File: config.mk
export PLATFORM = sky130hd
export DESIGN_NAME = argmax_classifier
export DESIGN_NICKNAME = d
export VERILOG_FILES = /design/src/rtl/argmax_classifier.sv
export SDC_FILE = /design/constraint.sdc
export NUM_CORES = 1
export LEC_CHECK = 0
export CAP_MARGIN = 20
export CORE_MARGIN = 2
export CORE_UTILIZATION = 25
export DETAILED_ROUTE_END_ITERATION = 8
export GPL_ROUTABILITY_DRIVEN = 0
export PLACE_DENSITY = 0.54
export REMOVE_ABC_BUFFERS = 1
export SKIP_CTS_REPAIR_TIMING = 1
export SLEW_MARGIN = 20
export SYNTH_ARGS = -nofsm -noshare
export SYNTH_HDL_FRONTEND = slang
export SYNTH_SLANG_ARGS = --single-unit
File: constraint.sdc
create_clock -name Clk -period 5.2 [get_ports Clk]
set_input_delay 0.78 -clock Clk [delete_from_list [all_inputs] [get_ports Clk]]
set_output_delay 0.78 -clock Clk [all_outputs]
set_load 0.01 [all_outputs]
File: src/rtl/argmax_classifier.sv
// Argmax classifier over ten Q5.11 activations.
// Captures on a Ready rising edge, scans one word per cycle, reports best and margin.
module argmax_classifier #(
    parameter logic [15:0] CONF_MARGIN = 16'd205
) (
    input  logic             Clk,
    input  logic             Reset,
    input  logic             Ready,
    input  logic [9:0][15:0] Probability,
    output logic [3:0]       Digit,
    output logic [15:0]      MaxProb,
    output logic [15:0]      Margin,
    output logic             Confident,
    output logic             Valid,
    output logic             Busy
);

    typedef enum logic [1:0] {IDLE, WAIT, SCAN, DONE} state_t;

    state_t           state;
    state_t           state_next;
    logic             ready_q;
    logic             rise;
    logic [9:0][15:0] buffer;
    logic [3:0]       idx;
    logic [15:0]      best;
    logic [15:0]      second;
    logic [3:0]       best_idx;
    logic [15:0]      word;
    logic [15:0]      best_next;
    logic [15:0]      second_next;
    logic [3:0]       best_idx_next;
    logic [15:0]      margin_next;
    logic             last;

    assign rise = Ready & ~ready_q;
    assign last = (idx == 4'd9);
    assign word = buffer[idx];

    always_comb begin
        state_next = state;
        Busy       = 1'b0;
        case (state)
            IDLE: if (rise) state_next = WAIT;
            WAIT: begin
                Busy       = 1'b1;
                state_next = SCAN;
            end
            SCAN: begin
                Busy = 1'b1;
                if (last) state_next = DONE;
            end
            DONE:    state_next = IDLE;
            default: state_next = IDLE;
        endcase
    end

    // Strict compares keep the lowest index on ties; the tie value drops to second.
    always_comb begin
        best_next     = best;
        second_next   = second;
        best_idx_next = best_idx;
        if (idx == 4'd0) begin
            best_next     = word;
            second_next   = 16'd0;
            best_idx_next = 4'd0;
        end else if (word > best) begin
            second_next   = best;
            best_next     = word;
            best_idx_next = idx;
        end else if (word > second) begin
            second_next = word;
        end
        margin_next = best_next - second_next;
    end

    always_ff @(posedge Clk) begin
        if (Reset) begin
            state     <= IDLE;
            ready_q   <= 1'b0;
            buffer    <= '0;
            idx       <= 4'd0;
            best      <= 16'd0;
            second    <= 16'd0;
            best_idx  <= 4'd0;
            Digit     <= 4'd0;
            MaxProb   <= 16'd0;
            Margin    <= 16'd0;
            Confident <= 1'b0;
            Valid     <= 1'b0;
        end else begin
            ready_q <= Ready;
            state   <= state_next;
            Valid   <= 1'b0;
            if (state == WAIT) begin
                buffer <= Probability;
                idx    <= 4'd0;
            end
            if (state == SCAN) begin
                best     <= best_next;
                second   <= second_next;
                best_idx <= best_idx_next;
                idx      <= idx + 4'd1;
                if (last) begin
                    Digit     <= best_idx_next;
                    MaxProb   <= best_next;
                    Margin    <= margin_next;
                    Confident <= (margin_next >= CONF_MARGIN);
                    Valid     <= 1'b1;
                end
            end
        end
    end

endmodule

Yosys cells after proc, flatten, opt, wreduce, memory -nomap -nowiden
Cells that the tools add are included.
{"block": "totals", "reg_bits": 241, "in_bits": 163, "out_inout_bits": 39, "word_cells": 59}
{"block": "op_classes", "addsub": 2, "n_lt_le_gt_ge": 4, "n_eq_ne": 6, "mux": 16, "bitwise": 3, "reduce_logical": 7}
{"cell": "16-bit 2-to-1 mux", "n": 6}
{"cell": "16-bit binary-select mux with 4-bit select", "n": 1}
{"cell": "16-bit > comparator", "n": 2}
{"cell": "16-bit by 8-bit >= comparator with 1-bit output, second input constant", "n": 1}
{"cell": "4-bit 2-to-1 mux", "n": 4}
{"cell": "16-bit subtractor", "n": 1}
{"cell": "2-bit case mux with 4 select lines", "n": 1}
{"cell": "4-bit by 5-bit less-than comparator with 1-bit output, second input constant", "n": 1}
{"cell": "4-bit by 1-bit adder with 4-bit output, second input constant", "n": 1}
{"cell": "2-bit == test, second input constant", "n": 2}
{"cell": "4-bit == test, second input constant", "n": 1}
{"cell": "4-bit logical NOT", "n": 1}
{"cell": "2-bit 2-to-1 mux", "n": 2}
{"cell": "2-bit inequality test, second input constant", "n": 2}
{"cell": "2-bit AND reduction", "n": 2}
{"cell": "2-bit OR reduction", "n": 2}
{"cell": "2-bit by 1-bit == test with 1-bit output, second input constant", "n": 1}
{"cell": "2-bit logical NOT", "n": 1}
{"cell": "1-bit 2-to-1 mux", "n": 2}
{"cell": "1-bit NOT", "n": 2}
{"cell": "2-bit nonzero test", "n": 1}
{"cell": "1-bit AND", "n": 1}

Longest topological paths before layout
Gate-level depths: netlist (run 1).
{"block": "logic_depth", "depth_word": 8, "ltp_mapped": 27, "depth_no_buf": 23}

Least setup slack after synthesis (run 1)
No wires, ideal clock.
{"block": "synth_timing", "path_type": "flip-flop to flip-flop", "startpoint": "register idx[1]", "endpoint": "register Margin[13]", "setup_ns": 0.128, "arrival_ns": 5.560, "required_time_ns": 5.072, "path_slack_ns": -0.487, "path_stages_with_launch": 25, "path_buffers": 4, "period_less_slack_ns": 5.687, "cell_sequence": "dfxtp_1 > buf_2 > buf_2 > mux4_2 > mux2i_1 > o22ai_1 > ha_1 > nand4_1 > or4_4 > nor2_2 > inv_1 > a21oi_2 > buf_4 > buf_2 > nor2_1 > a21oi_1 > nand2_1 > ha_1 > a2111oi_0 > a211oi_1 > o21ai_1 > mux2i_1 > a2111oi_1 > o21a_1 > nor2_1"}
{"block": "synth_between", "elab_chain_cells": 7, "elab_cells_between_ends": 13, "classes_between": "1 x add/sub; 2 x order compare; 1 x eq/ne; 7 x mux; 2 x reduce/logical"}
{"element": "start, declared", "line": "25", "text": "logic [3:0] idx;"}
{"element": "start signal, assigned", "line": "103", "text": "idx <= idx + 4'd1;"}
{"element": "16-bit binary-select mux with 4-bit select", "line": "38", "text": "assign word = buffer[idx];"}
{"element": "16-bit 2-to-1 mux (implied by the code)", "line": "38"}
{"element": "16-bit > comparator", "line": "71", "text": "end else if (word > second) begin"}
{"element": "16-bit 2-to-1 mux", "line": "71"}
{"element": "16-bit 2-to-1 mux", "line": "67", "text": "end else if (word > best) begin"}
{"element": "16-bit 2-to-1 mux", "line": "63", "text": "if (idx == 4'd0) begin"}
{"element": "16-bit subtractor", "line": "74", "text": "margin_next = best_next - second_next;"}
{"element": "end signal, assigned", "line": "107", "text": "Margin <= margin_next;"}
{"element": "end, declared", "line": "12", "text": "output logic [15:0] Margin,"}
Parallel ways exist; a longest one is shown, timed or not. The select of a mux whose other input is x is not followed.
A chain may end at the register's enable or synchronous reset.

Worst setup path after layout (run 1)
{"block": "layout_timing", "startpoint": "register idx[1]", "endpoint": "register Confident"}
{"block": "layout_between", "elab_chain_cells": 8, "elab_cells_between_ends": 14, "classes_between": "1 x add/sub; 3 x order compare; 1 x eq/ne; 7 x mux; 2 x reduce/logical"}
{"element": "16-bit binary-select mux with 4-bit select", "line": "38"}
{"element": "16-bit 2-to-1 mux (implied by the code)", "line": "38"}
{"element": "16-bit > comparator", "line": "71"}
{"element": "16-bit 2-to-1 mux", "line": "71"}
{"element": "16-bit 2-to-1 mux", "line": "67"}
{"element": "16-bit 2-to-1 mux *", "line": "63"}
{"element": "named net second_next[1]", "line": "31", "text": "logic [15:0] second_next;"}
{"element": "16-bit subtractor *", "line": "74"}
{"element": "16-bit by 8-bit >= comparator with 1-bit output *", "line": "108", "text": "Confident <= (margin_next >= CONF_MARGIN);"}
{"element": "end signal, assigned", "line": "108"}
{"element": "end, declared", "line": "13", "text": "output logic Confident,"}
The timed path passes the listed nets; every way through them passes the cells marked *. The select of a mux whose other input is x is not followed.

==> results of run 1 <==
## final cells by class
cell class                      instances  area, um^2  area share [%]
Clock buffer                           38         810            4.53
Clock inverter                         12         166           0.932
Inverter                               48         183            1.02
Multi-Input combinational cell        937        7210            40.4
Sequential cell                       241        4830            27.0
Tap cell                              615         769            4.31
Timing Repair Buffer                  423        3890            21.8
## cell families (layout without fill, tap and decap cells)
logic type | after synthesis | in the layout | synth area share (%)
adder cells (fa/ha/maj) | 55 | 55 | 5.78
flip-flops | 241 | 241 | 40.1
XOR/XNOR | 7 | 7 | 0.510
AO/OA/AOI/OAI | 205 | 206 | 10.4
buffers and inverters | 138 | 521 | 4.56
AND/OR/NAND/NOR | 418 | 418 | 14.4
multiplexers | 251 | 251 | 24.2
## sequential cells by signal, summed over array words and instances (netlist names)
register	count
buffer	160
Margin	16
MaxProb	16
best	16
second	16
Digit	4
best_idx	4
idx	4
state	2
Confident	1
Valid	1
ready_q	1
## routing by layer
layer  vias up  GRT usage [%]
li1       5332              -
met1      5091           18.8
met2       216           23.3
met3        48           2.53
met4         2           3.72
met5         -              0
## final timing paths
path	startpoint	end	slack, ns	depth (start not counted)
setup / recovery	idx[1]	Confident	-0.34	26
hold / removal	MaxProb[7]	MaxProb[7]	0.45	2
setup reg to reg	idx[1]	Confident	-0.34	26
hold reg to reg	MaxProb[7]	MaxProb[7]	0.45	2
## worst max-delay path, stage by stage (launching register included)
cell,delay [ns]
dfxtp_4,0.41
buf_12,0.16
mux4_2,0.53
mux2i_2,0.22
o22ai_2,0.14
buf_6,0.16
ha_4,0.26
nand4_1,0.12
or4_4,0.48
a21oi_2,0.12
a211o_2,0.14
a21oi_4,0.06
buf_6,0.14
buf_4,0.15
a211oi_4,0.27
inv_2,0.08
ha_4,0.22
nor2b_4,0.12
o21a_1,0.23
buf_4,0.16
o211ai_1,0.20
o311ai_2,0.14
a311o_1,0.30
nand3b_1,0.12
nand3b_1,0.12
nor4_2,0.18
a41oi_2,0.15
## metrics by stage
step | utilization, % | power [mW] | instance area (um^2)
5_1_grt | 37.5 | 11.5 | 17900
3_5_place_dp | 33.7 | 7.72 | 16100
3_3_place_gp | 33.7 | 7.65 | 16100
6_report | 37.5 | 10.8 | 17900
4_1_cts | 35.7 | 9.87 | 17000
2_1_floorplan | - | 5.67 | 11700
## where the power goes
part	total [mW]	switching [mW]	internal, mW
clock network	2.09	0.808	1.28
logic	6.30	3.10	3.20
registers	2.37	0.176	2.19
## placed cells by master (no fill, tap or decap), drive strengths merged, types with 4 or more instances in the layout
master         synthesis  routed
a21oi                127     127
buf                   37     221
inv                   47      47
o21ai                 16      16
o22ai                 16      16
clkbuf                53      40
or3                    5       5
nand2b                 5       5
ha                    54      54
o211ai                 4       4
nor3                  16      16
mux2i                218     218
a211oi                10      10
nand3                 25      25
xnor2                  6       6
nor2                 240     240
a221oi                 5       5
bufinv                 0       4
mux4                  32      32
nand4                  9       9
nand2                 99      99
nor2b                  9       9
dfxtp                241     241
o21a                   6       6
clkinv                 1       8
clkdlybuf4s50          0     200
==> run metrics, run 1 <==
outcome complete, but fails checks; failing checks negative setup slack; critical path capture point type flip-flop; Post-synth ARST share 0%; peak supply drop 395 uV; antenna cells 0; fin crit share 106%; die area about 0.050 mm^2; Routed WL 36,700 um; Clock Tree Buf Depth 3; WS Path Type reg -> reg; Via density 4.62; DR iter-0 viols 467; synthesized area per cell approximately 9.1 um^2; CTS Buf Count 28; Synth area leaders dfxtp_1 40%, mux2i_1 18%, nor2_1 7.5%; ANT nets after route 0; number of synthesized flops with an enable pin 0; first-pass GRT wire length 56,600 um; Yosys top cell area share between 40% and 50%; drt wl/cell about 16 um; synth warn 0; layout cells sized above 1 24.2%; detailed-placement wirelength estimate 26,500 um; initial core utilization 25.2%; CTS tree yes; Final WS setup -0.335 ns; H-tree Lvls 1; Top FF cell, synth dfxtp_1; RSZ-0062 raised after global routing yes; DRC violations left 0; core area 0.0476 mm^2; total gr overflow 0; setup violators final 9; synthesized cell area 0.0120 mm^2; DR top layer met5; Synth top cells by count 241 x dfxtp_1, 239 x nor2_1, 218 x mux2i_1, 119 x a21oi_1, 99 x nand2_1; Vias between 10,000 and 15,000; Leakage 6.81 nW; hold_ws 0.455 ns; Fillers 4,712; Cells after Synth 1,315; GRT Overall Usage 14.0%; Least-Margin Pin Slew 0.917 ns; CP Launch Type flip-flop; Die Ht 223 um; top-count cell post-synth dfxtp_1; Placed Cells 2,237; Pins Over Slew Limit 0; crit-path max FO 8; Die Wd 223 um; # IOs 202; clk_skew roughly 0.015 ns; met3 wire length 1600 um; Buffers on Ports between 200 and 250; Setup TNS Final -1.67 ns; drt first pass iters 6; final hold viol count 0; vias in the first global route 10,431; Data required, critical path 5.62 ns; nets roughly 1,900; Arr. time, crit path 5.95 ns; clk_lat worst skew 0.55 ns; f_max 0.181 GHz; Sink Count 241; Worst Hold Class reg -> reg; routed wl met2 between 15,000 and 20,000 um; Area Overhead vs Synth 48.5%; Post-Route M1 WL 17,100 um; min Tclk post-route about 5.5 ns; CTS root buffer clkbuf_16; initial antenna violation count 1; dominant cell type by area after synthesis dfxtp_1; DP Worst Slack -0.726 ns; post-synthesis register bit count ~240; largest net degree at the start of global routing 126; PD cells around 600 mW/mm^2; Clk pin slew, worst setup/hold paths 0.06 ns; num rows 80; Yosys cell types 60; Max Cap Viol 0; Finished Layout Cells roughly 2,300; sequential share of the synthesized area about 40%; Rel. slew slack 38.9%
No activity file was read; power rests on OpenSTA's default activity.
==> inputs of run 2 (changes only) <==
--- a/config.mk
+++ b/config.mk
@@ -9,7 +9,6 @@
 export CORE_MARGIN = 2
 export CORE_UTILIZATION = 25
 export DETAILED_ROUTE_END_ITERATION = 8
-export GPL_ROUTABILITY_DRIVEN = 0
 export PLACE_DENSITY = 0.54
 export REMOVE_ABC_BUFFERS = 1
 export SKIP_CTS_REPAIR_TIMING = 1
==> run 2 against run 1 <==
Net effect:
- the flow still finishes with violations (negative setup slack)
- sequential power hardly changed
- final cell count is 0.86% lower
- global-route usage is 0.22 points higher
- maximum frequency is 0.38% higher
- hold slack worse by 0.0039 ns
- largest power group unchanged
- highest routed layer unchanged
==> run metrics, run 2 (synthesis gave the netlist of run 1 again) <==
num rows 80; Die Ht 223 um; CP Launch Type flip-flop; final hold viol count 0; Leakage about 6.7 nW; P_sw 3.95 mW; Pins Over Slew Limit 0; Flop pwr share a little under a quarter; nets between 1,500 and 2,000; RSZ-0062 raised after global routing yes; max reg flops 160; critical path capture point type flip-flop; drt first pass iters 5; peak supply drop approximately 400 uV; most frequent cells in the layout 239 x dfxtp_1, 236 x nor2_1, 210 x mux2i_1; Clk pwr share 19.1%; Area Overhead vs Synth 45.8%; setup violators final 9; largest net degree at the start of global routing 182; first-pass GRT wire length 57,700 um; GP Congestion 0.821; outcome complete, but fails checks; Power, Total 10.4 mW; CTS tree yes; drt wl/cell 15.9 um; Final WS setup -0.314 ns; core area 0.0476 mm^2; PD cells between 500 and 600 mW/mm^2; crit-path leading delay family compound AO/OA/AOI/OAI gates; vias in the first global route 10,631; layout cells sized above 1 22.0%; ANT nets after route 0; Rel. slew slack about two fifths; Comb pwr share 58.1%; DRC violations left 0; P_int 6.49 mW; CP max stage cell mux4_2; initial antenna violation count 2; DP Worst Slack -0.588 ns; Least-Margin Pin Slew 0.910 ns; Routed WL between 30,000 and 40,000 um; Slowest Stage Delay on Critical Path roughly 0.52 ns; Max Cap Viol 0; Clk pin slew, worst setup/hold paths around 0.060 ns; Die Wd 223 um; Arr. time, crit path 5.99 ns; hold_ws between 0.4 and 0.5 ns; CTS Buf Count 28; Clock Tree Buf Depth 3; CTS root buffer clkbuf_16; Via density 4.57; failing checks negative setup slack; sw frac 37.8%; Data required, critical path roughly 5.7 ns; H-tree Lvls 1; initial core utilization 25.2%; detailed-placement wirelength estimate 26,700 um; WS Path Type reg -> reg; commonest non-fill, non-tap cell in the layout dfxtp_1; Crit path buffers/inverters 3; GRT Overall Usage 14.2%; # IOs between 200 and 250; Worst Hold Class reg -> reg; die area 0.0499 mm^2; f_max 0.181 GHz; crit-path max FO 7; Util after Layout 36.8%; min Tclk post-route between 5 and 6 ns; total gr overflow 0; Vias 10,485; clk_skew roughly 0.011 ns; Buffers on Ports between 200 and 250; Largest Register buffer; fin crit share 106%; clk_lat worst skew 0.56 ns; Sink Count 241; DR iter-0 viols 398
## run 2: power groups by stage
| stage | clock (mW) | combinational, mW | sequential, mW |
|---|---|---|---|
| CTS | 2.05 | 5.30 | 2.39 |
| finish | 1.99 | 6.07 | 2.38 |
| floorplan | 0 | 3.33 | 2.34 |
| detailed placement | 0 | 5.27 | 2.42 |
| global placement | 0 | 5.22 | 2.42 |
| global route | 2.12 | 6.63 | 2.43 |
## run 2: layout make-up
type	count	area, um^2
Fill cell	4822	30100
Multi-Input combinational cell	936	7090
Clock buffer	37	786
Timing Repair Buffer	406	3740
Antenna cell	1	2.50
Clock inverter	10	128
Sequential cell	241	4830
Tap cell	615	769
Inverter	48	180
## run 2: worst register-to-register path, stage by stage, from the launching register on
cell	delay [ns]
dfxtp_4	0.40
buf_12	0.16
mux4_2	0.52
mux2i_1	0.20
o22ai_1	0.11
buf_4	0.20
ha_4	0.28
nand4_1	0.14
or4_4	0.48
nor2_4	0.17
nor3_4	0.07
a21oi_4	0.21
and2_4	0.22
mux2i_2	0.25
ha_2	0.24
fa_2	0.22
nor2b_2	0.04
o21a_1	0.23
o21ai_4	0.21
a21oi_4	0.10
a221oi_4	0.31
a21oi_2	0.10
buf_4	0.15
mux2i_2	0.18
o21ai_1	0.09
a21oi_1	0.16
## run 2: metal layers
metal	GRT usage, %	share of wire [%]	vias up	wire (um)
li1	-	-	5281	-
met1	19.2	47	4942	17100
met2	24.0	47	214	17300
met3	2.23	4.2	46	1540
met4	3.20	1.6	2	592
met5	0	0.036	-	13
## run 2: through the flow
stage	std cells	setup TNS (ns)	cell area [um^2]
global route	2294	-4.78	17500
floorplan	1225	-265.94	11700
CTS	2274	-4.23	16900
global placement	2227	-2.88	16000
finish	2294	-1.78	17500
detailed placement	2227	-3.74	16000
## run 2: worst paths after layout
check | slack [ns] | depth (start not counted) | to | start
max reg2reg | -0.31 | 25 | Margin[14] | idx[0]
min | 0.45 | 2 | MaxProb[15] | MaxProb[15]
min reg2reg | 0.45 | 2 | MaxProb[15] | MaxProb[15]
max | -0.31 | 25 | Margin[14] | idx[0]
==> inputs of run 3 (changes only) <==
--- a/config.mk
+++ b/config.mk
@@ -5,10 +5,12 @@
 export SDC_FILE = /design/constraint.sdc
 export NUM_CORES = 1
 export LEC_CHECK = 0
+export ABC_AREA = 1
 export CAP_MARGIN = 20
 export CORE_MARGIN = 2
 export CORE_UTILIZATION = 25
 export DETAILED_ROUTE_END_ITERATION = 8
+export GPL_TIMING_DRIVEN = 0
 export PLACE_DENSITY = 0.54
 export REMOVE_ABC_BUFFERS = 1
 export SKIP_CTS_REPAIR_TIMING = 1
==> run 3 against run 2 <==
Net effect:
- the flow now finishes without violations
- largest power group unchanged
- register-to-register slack better by 0.49 ns
- synthesized cell count up 31%
- non-clock buffer count down 131
- die area up 2.5%
- hold slack better by 0.0084 ns
- sequential cell count unchanged
==> run metrics, run 3 <==
Buffers on Ports 201; fin area 0.0171 mm^2; Sink Count 241; Reg2Reg Depth 29; Vias roughly 12,000; critical path capture point type flip-flop; Final WS setup 0.175 ns; Synth top cells by count 401 x nor2_1, 246 x o21ai_0, 241 x dfxtp_1, 159 x nand2_1, 152 x inv_1; crit-path max FO 17; drt wl/cell 16.4 um; PD cells 677 mW/mm^2; post-synthesis register bit count approximately 240; f_max just under 0.2 GHz; dominant cell type by area after synthesis dfxtp_1; Fillers 5,134; Top FF cell, synth dfxtp_1; Arr. time, crit path 5.49 ns; Max Cap Viol 0; synthesized cell area 0.0123 mm^2; max reg flops 160; GRT Overall Usage about 15%; synthesized area per cell between 7 and 8 um^2; RSZ-0062 raised after global routing yes; Routed WL 42,900 um; vias in the first global route approximately 12,000; clk_lat worst skew approximately 0.59 ns; Least-Margin Pin Slew 0.849 ns; CTS Buf Count 30; Leakage 7.26 nW; synth warn 0; Clk pin slew, worst setup/hold paths around 0.060 ns; Crit path buffers/inverters 6; Cells after Synth 1,727; RR Startpoint idx[0]; Yosys top cell area share 39.1%; Post-synth ARST share 0%; peak supply drop 427 uV; DP Worst Slack -1.70 ns; Slowest Stage Delay on Critical Path around 0.39 ns; number of cells on the critical path 29; Hold Startpoint buffer[95]; outcome completed; CTS tree yes; cell mode on critical path nand2_1; fin crit share between 90% and 100%; CP Launch Type flip-flop; CTS root buffer clkbuf_16; commonest non-fill, non-tap cell in the layout nor2_1; layout cells sized above 1 13.7%; Rel. slew slack between 40 and 50%; Largest Register buffer; Die Wd 226 um; DRC violations left 0; total gr overflow 0; initial core utilization 25.2%; core area between 0.04 and 0.05 mm^2; Clock Tree Buf Depth 3; ANT nets after route 0; Via density approximately 4.7; Worst Hold Class reg -> reg; Pins Over Slew Limit 0; number of synthesized flops with an enable pin 0; Die Ht 226 um; Area Overhead vs Synth 38.3%; area occupied by registers 0.00483 mm^2; GP Congestion ~0.8; crit-path leading delay family simple AND/OR/NAND/NOR gates; drt first pass iters 5; # IOs approximately 200; dpl cell area 0.0149 mm^2; Synth area leaders dfxtp_1 39%, nor2_1 12%, o21ai_0 10%; hold path cells 2; DR iter-0 viols 865; num rows 81; FF-to-FF setup slack 0.17 ns; H-tree Lvls 1; antenna cells 0; clk_skew 0.0294 ns; most frequent cells in the layout 392 x nor2_1, 238 x dfxtp_1, 238 x o21ai_0; nets between 2,000 and 2,500; Multi-input gate area 0.00680 mm^2; Yosys cell types 45; final hold viol count 0; Data required, critical path 5.66 ns; die area 0.0511 mm^2; first-pass GRT wire length slightly above 60,000 um; min Tclk post-route slightly above 5 ns; top-count cell post-synth nor2_1; WS Path Type reg -> reg; largest net degree at the start of global routing 108; setup violators final 0; CP max stage cell dfxtp_4; initial antenna violation count 3; CP startpoint idx[0]; sequential share of the synthesized area between 30% and 40%; detailed-placement wirelength estimate 26,300 um
## run 3: final timing paths
path,end
max reg2reg,Confident
min,buffer[95]
min reg2reg,buffer[95]
max,Confident
## run 3: cells by family (layout without fill, tap and decap cells)
family | after synthesis | count (layout) | share of synthesized area [%]
AND/OR/NAND/NOR | 628 | 630 | 20.3
XOR/XNOR | 9 | 9 | 0.639
AO/OA/AOI/OAI | 501 | 501 | 23.5
adder cells (fa/ha/maj) | 55 | 55 | 5.64
buffers and inverters | 280 | 499 | 9.76
flip-flops | 241 | 241 | 39.1
multiplexers | 13 | 13 | 1.06
## run 3: metal layers
| metal | vias to the layer above | GRT usage, % | part of all wire, % |
|---|---|---|---|
| li1 | 6110 | - | - |
| met2 | 316 | 24.9 | 46 |
| met3 | 68 | 2.68 | 6.1 |
| met1 | 5679 | 20.2 | 45 |
| met4 | 2 | 5.22 | 2.7 |
| met5 | - | 0 | 0.030 |
## run 3: worst register-to-register path: cells and delay by family (launching register included)
kind | cells | cell delay (ns)
AND/OR/NAND/NOR | 13 | 1.46
AO/OA/AOI/OAI | 7 | 1.25
buffers and inverters | 6 | 1.05
adder cells (fa/ha/maj) | 2 | 0.60
flip-flops | 1 | 0.39
XOR/XNOR | 1 | 0.14
## run 3: layout make-up
cell class	count	area share, %
Clock buffer	39	4.95
Timing Repair inverter	5	0.337
Sequential cell	241	28.3
Clock inverter	16	0.983
Multi-Input combinational cell	1208	39.9
Inverter	164	4.01
Timing Repair Buffer	275	16.6
Tap cell	664	4.87
## run 3: where the power goes
part           internal [mW]  switching (mW)
Clock                   1.25           0.888
Sequential              2.38           0.229
Combinational           2.75            4.04
Total                   6.39            5.16
## run 3: per-stage QoR
| stage | power [mW] | instances | hold slack [ns] | util (%) | TNS [ns] |
|---|---|---|---|---|---|
| finish | 11.5 | 2612 | 0.459 | 34.9 | 0 |
| global route | 12.5 | 2612 | 0.482 | 34.9 | -0.216 |
| CTS | 9.76 | 2541 | 0.458 | 32.5 | -18.71 |
| detailed placement | 7.56 | 2486 | 0.448 | 30.4 | -17.68 |
| global placement | 7.50 | 2476 | 0.447 | 29.9 | -1130.10 |
| floorplan | 6.13 | 1611 | 0.435 | - | -206.70 |
